[src/rtl/alu_pkg.sv]
// Shared types and constants for the nibble-serial arithmetic controller.
package alu_pkg;

    localparam int NIBBLE_W = 4;

    localparam logic [1:0] OP_ADD  = 2'b00;
    localparam logic [1:0] OP_SUB  = 2'b01;
    localparam logic [1:0] OP_PASS = 2'b10;
    localparam logic [1:0] OP_DEC  = 2'b11;

    typedef enum logic [1:0] {
        IDLE = 2'b00,
        RUN  = 2'b01,
        DONE = 2'b10
    } state_t;

endpackage

[src/rtl/nibble_serial_alu_ctrl.sv]
// Nibble-serial WIDTH-bit arithmetic controller around an external 4-bit unit.
//
// state | meaning
// IDLE  | waiting for start; result/c_out/zero hold the last operation
// RUN   | one nibble per clock, LSB first, carry chained through a register
// DONE  | one-cycle completion pulse, then back to IDLE
module nibble_serial_alu_ctrl
    import alu_pkg::*;
#(
    parameter int WIDTH   = 16,
    parameter int NIBBLES = WIDTH / NIBBLE_W
) (
    input  logic                clk,
    input  logic                rst_n,
    input  logic                start,
    input  logic [1:0]          op,
    input  logic                c_in,
    input  logic [WIDTH-1:0]    a,
    input  logic [WIDTH-1:0]    b,
    output logic                busy,
    output logic                done,
    output logic [WIDTH-1:0]    result,
    output logic                c_out,
    output logic                zero,
    output logic [3:0]          au_a,
    output logic [3:0]          au_b,
    output logic [1:0]          au_s,
    output logic                au_c_in,
    input  logic [3:0]          au_d,
    input  logic                au_c_out
);

    localparam int IDX_W = (NIBBLES > 1) ? $clog2(NIBBLES) : 1;
    localparam logic [IDX_W-1:0] IDX_LAST = IDX_W'(NIBBLES - 1);

    state_t             state;
    logic [IDX_W-1:0]   idx;
    logic               carry;
    logic [WIDTH-1:0]   a_q;
    logic [WIDTH-1:0]   b_q;
    logic [1:0]         op_q;
    logic [WIDTH-1:0]   next_result;

    assign busy = (state == RUN);
    assign done = (state == DONE);

    // Present the current nibble pair to the arithmetic unit; idle values outside RUN.
    always_comb begin
        au_a    = '0;
        au_b    = '0;
        au_s    = op_q;
        au_c_in = 1'b0;
        if (state == RUN) begin
            au_c_in = carry;
            for (int i = 0; i < NIBBLES; i++) begin
                if (idx == IDX_W'(i)) begin
                    au_a = a_q[i*NIBBLE_W +: NIBBLE_W];
                    au_b = b_q[i*NIBBLE_W +: NIBBLE_W];
                end
            end
        end
    end

    // Result with the unit's sum nibble inserted at the current position.
    always_comb begin
        next_result = result;
        for (int i = 0; i < NIBBLES; i++) begin
            if (idx == IDX_W'(i)) begin
                next_result[i*NIBBLE_W +: NIBBLE_W] = au_d;
            end
        end
    end

    // Sequencer: latch operands on start, walk the nibbles, flag completion.
    always_ff @(posedge clk or negedge rst_n) begin
        if (!rst_n) begin
            state  <= IDLE;
            idx    <= '0;
            carry  <= 1'b0;
            a_q    <= '0;
            b_q    <= '0;
            op_q   <= OP_ADD;
            result <= '0;
            c_out  <= 1'b0;
            zero   <= 1'b0;
        end else begin
            case (state)
                IDLE: begin
                    if (start) begin
                        a_q    <= a;
                        b_q    <= b;
                        op_q   <= op;
                        carry  <= c_in;
                        idx    <= '0;
                        result <= '0;
                        c_out  <= 1'b0;
                        zero   <= 1'b0;
                        state  <= RUN;
                    end
                end
                RUN: begin
                    result <= next_result;
                    carry  <= au_c_out;
                    if (idx == IDX_LAST) begin
                        idx   <= '0;
                        c_out <= au_c_out;
                        zero  <= (next_result == '0);
                        state <= DONE;
                    end else begin
                        idx <= idx + 1'b1;
                    end
                end
                DONE: begin
                    state <= IDLE;
                end
                default: begin
                    state <= IDLE;
                end
            endcase
        end
    end

endmodule

[config.mk]
export PLATFORM = sky130hd
export DESIGN_NAME = nibble_serial_alu_ctrl
export DESIGN_NICKNAME = d
export VERILOG_FILES = /design/src/rtl/alu_pkg.sv /design/src/rtl/nibble_serial_alu_ctrl.sv
export SDC_FILE = /design/constraint.sdc
export NUM_CORES = 1
export LEC_CHECK = 0
export ABC_AREA = 1
export CAP_MARGIN = 20
export CORE_ASPECT_RATIO = 1.75
export CORE_MARGIN = 2
export CORE_UTILIZATION = 45
export CTS_CLUSTER_SIZE = 10
export DETAILED_ROUTE_END_ITERATION = 7
export GPL_TIMING_DRIVEN = 0
export PLACE_DENSITY = 0.79
export SYNTH_ARGS = -nofsm -noshare
export SYNTH_HDL_FRONTEND = slang
export SYNTH_SLANG_ARGS = --single-unit
[constraint.sdc]
create_clock -name clk -period 2.2 [get_ports clk]
set_input_delay 0.55 -clock clk [delete_from_list [all_inputs] [get_ports clk]]
set_output_delay 0.55 -clock clk [all_outputs]
set_load 0.03 [all_outputs]
==> results.cfg <==
[synth]
synth_cell_type_count = 23
post_synthesis_sequential_element_count = 57
synth-compound-area-share_pct = 13.24
post_synth_main_area_contributors = sky130_fd_sc_hd__dfrtp_1 (52%), sky130_fd_sc_hd__nand2_1 (22%), sky130_fd_sc_hd__o21ai_0 (4.4%)
yosys_warnings = 0
synth-xor-area-share_pct = 0
yosys.area_share.adder_pct = 1.839
yosys.area.top_type_share_pct = 52.41
synth_mux_area_share_pct = 0
synth_area_mm2 = 0.002721
synth_seq_area_share_pct = 52.41
postSynthNetCount = 388
syn_area_per_cell_um2 = 7.981
post-synth-top-area-cell = sky130_fd_sc_hd__dfrtp_1
dominant_combinational_cell_family_by_area_after_synthesis = simple AND/OR/NAND/NOR gates
synth_cells = 341
synth-simple-area-share_pct = 25.75

[final_layout]
area_delta_synth_final_pct = 45.15
post_route_cells_drive_above_1_share_pct = 18.06
finalNonFillerCells = 521
insertedDiodeCount = 0
final.fill_count = 484
net_count_of_the_finished_layout = 486

[die]
fp.dieW_um = 62.79
effective_utilization_at_floorplan_pct = 46.29
core-area_mm2 = 0.005879
io_pins = 74
die_height_um = 106.9
placement_rows = 37
die_area_mm2 = 0.006710

[drt]
dr.pass1.iters = 4
drt_first_iter_violations = 231
wl_met3_um = 375
met2RoutedLength_mm = 4.064
drt-total-wl_mm = 7.612
remaining_drc_errors = 0
detail_route.wl_per_cell_um = 14.61
drtAntennaViolNets = 0
route.vias.total = 2706
m1WireLength_mm = 2.695
top_signal_layer_used = met4
post_drt_via_cell_ratio = 5.194

[clock_network]
clock_tree.root_cell = sky130_fd_sc_hd__clkbuf_8
hold_buffers = 0
cts-root-to-sink-buffers = 2
cts.htree.levels = 3
clock-sinks = 57
tritoncts = yes
insertion_delay_ns = 0.34
clkSlewWorstSetupHoldPaths_ns = 0.07
cts_buffers = 9

[critical_path]
worstSetupStartpointType = register
r2r-start = idx[1]
cp_slowest_cell = sky130_fd_sc_hd__dfrtp_1
cp_endpoint_kind = primary output
crit_path_max_incr_delay_ns = 0.42
cp.buffers_inverters = 3
critical_path.max_fanout = 5
worstSetupPathType = reg2out
arrival_ns = 1.93
worst_setup_path_startpoint = idx[0]
worstPathRequired_ns = 1.65
cp_top_family = buffers and inverters
crit_path_cell_trace = buf_6, ha_4, nor2_4, buf_6, nand2_1, nand2_1, o21ai_1, a21oi_1, buf_4
timing.reg2reg.setup_slack_ns = 0.57

[timing]
worst_slew_pin_slew_ns = 0.4850
slew_viol_final = 0
fin_skew_ns = 0.007196
hold_viol = 0
max_freq_mhz = 403.1
layout_worst_path_cycle_share_pct = 112.7
slack_of_the_critical_path_ns = -0.2805
rsz_0062_raised_after_global_routing = true
setup-violations-final = 8
period_minus_slack_ns = 2.480
slew_headroom_pct = 67.66

[status]
violations = negative setup slack
outcome = finished, violations left

[power_and_ir_drop]
intPower_mw = 3.433
clockPowerShare_pct = 14.4
power.share.sequential_pct = 29.1
switching_power_mw = 2.782
worst_voltage_drop_across_the_vdd_grid_v = 0.001067
share_comb_of_total_power_pct = 56.5
report.power.total_mw = 6.215
power-per-cell-area_mw_per_mm2 = 1573
static_leakage_nw = 1.947
swShare_pct = 44.77

[place]
port_buffers = 73
numPlacedInstances = 493
detailedPlace.worstSlack_ns = -0.6064
dpl.hpwl_mm = 5.328
finalWeightedCongestion = 0.9012

[global_routing]
pin_count_of_the_biggest_net_entering_global_routing = 38
grt_pass1_vias = 2733
grt_pass1_wl_mm = 12.17
globalRoute.totalOverflow = 0
antenna_violations_before_repair = 0
grt.total_usage_pct = 23.95

[min_path]
timing.hold.worst.class = in2async

[flow_run]
max_cap_violations = 0
-- sequential cells by signal, summed over array words and instances, names as in the netlist --
| name | count |
|---|---|
| idx | 2 |
| c_out | 1 |
| a_q | 16 |
| result | 16 |
| au_s | 2 |
| carry | 1 |
| state | 2 |
| b_q | 16 |
| zero | 1 |
-- cell families after synthesis --
kind of cell             after synthesis
AND/OR/NAND/NOR                      181
AO/OA/AOI/OAI                         60
flip-flops                            57
buffers and inverters                 39
adder cells (fa/ha/maj)                4
-- cell usage after synthesis --
cell type / count
sky130_fd_sc_hd__a21oi_1: 9
sky130_fd_sc_hd__a22o_1: 9
sky130_fd_sc_hd__a22o_2: 1
sky130_fd_sc_hd__a22oi_1: 7
sky130_fd_sc_hd__buf_2: 7
sky130_fd_sc_hd__buf_4: 5
sky130_fd_sc_hd__buf_6: 1
sky130_fd_sc_hd__clkbuf_1: 1
sky130_fd_sc_hd__dfrtp_1: 57
sky130_fd_sc_hd__ha_1: 4
sky130_fd_sc_hd__inv_1: 19
sky130_fd_sc_hd__inv_2: 5
sky130_fd_sc_hd__inv_4: 1
sky130_fd_sc_hd__nand2_1: 156
sky130_fd_sc_hd__nand2_2: 2
sky130_fd_sc_hd__nand3_1: 2
sky130_fd_sc_hd__nor2_1: 19
sky130_fd_sc_hd__nor2_4: 1
sky130_fd_sc_hd__nor3_2: 1
sky130_fd_sc_hd__o211ai_1: 1
sky130_fd_sc_hd__o21ai_0: 24
sky130_fd_sc_hd__o21ai_1: 8
sky130_fd_sc_hd__o22ai_1: 1
-- stage by stage --
step | cell area (um2) | setup TNS, ns | utilization [%] | hold WS [ns]
floorplan | 2721 | 0 | - | 0.2544
global placement | 3550 | -65.18 | 60.37 | 0.4606
detailed placement | 3565 | -4.549 | 60.63 | 0.4660
CTS | 3871 | -1.435 | 65.84 | 0.1695
global route | 3950 | -2.395 | 67.18 | 0.2012
finish | 3950 | -1.761 | 67.18 | 0.1603
-- cell type report --
| class | instances | area [um2] | area share, % |
|---|---|---|---|
| buffer | 13 | 101.3 | 2.566 |
| clock buffer | 12 | 165.2 | 4.181 |
| clock inverter | 3 | 15.01 | 0.3801 |
| inverter | 25 | 101.3 | 2.566 |
| multi-input combinational | 245 | 1189 | 30.09 |
| sequential | 57 | 1426 | 36.11 |
| tap | 78 | 97.59 | 2.471 |
| timing repair buffer | 88 | 854.6 | 21.63 |
-- placed cells by master (no fill, tap or decap), types with 9 or more instances in the layout --
master                              n
sky130_fd_sc_hd__nand2_1          156
sky130_fd_sc_hd__clkdlybuf4s50_1   62
sky130_fd_sc_hd__dfrtp_1           57
sky130_fd_sc_hd__o21ai_0           23
sky130_fd_sc_hd__buf_4             19
sky130_fd_sc_hd__inv_1             17
sky130_fd_sc_hd__nor2_1            14
sky130_fd_sc_hd__clkbuf_8          12
sky130_fd_sc_hd__buf_6             11
sky130_fd_sc_hd__a21oi_1            9
sky130_fd_sc_hd__o21ai_1            9
sky130_fd_sc_hd__a22o_1             9
-- worst paths after layout --
| path | depth (start not counted) | to |
|---|---|---|
| setup / recovery | 9 | au_b[3] |
| hold / removal | 1 | zero |
| setup reg to reg | 8 | zero |
| hold reg to reg | 2 | a_q[5] |
| max in group asynchronous | 2 | a_q[1] |
| min in group clk | 2 | a_q[5] |
-- power by group through the flow --
| stage | clock network (mW) | registers (mW) | logic (mW) |
|---|---|---|---|
| after floorplan | 0 | 1.96 | 1.80 |
| after global placement | 0 | 1.78 | 2.97 |
| after detailed placement | 0 | 1.79 | 3.04 |
| after CTS | 0.910 | 1.79 | 3.32 |
| after global routing | 0.954 | 1.86 | 3.83 |
| final | 0.898 | 1.81 | 3.51 |
-- routing by layer --
layer	vias to the layer above	GRT usage [%]
met2	117	41.55
met5	-	0
li1	1276	-
met1	1274	24.35
met4	0	21.27
met3	39	4.092
-- what timing repair did --
item	4_1_cts	5_1_grt
gates resized for setup	78	12
pin swaps	7	14
setup buffers	8	6
gates cloned	0	0
setup endpoints to repair	10	9
hold endpoints to repair	0	0
Power figures use the tool's default switching activity.
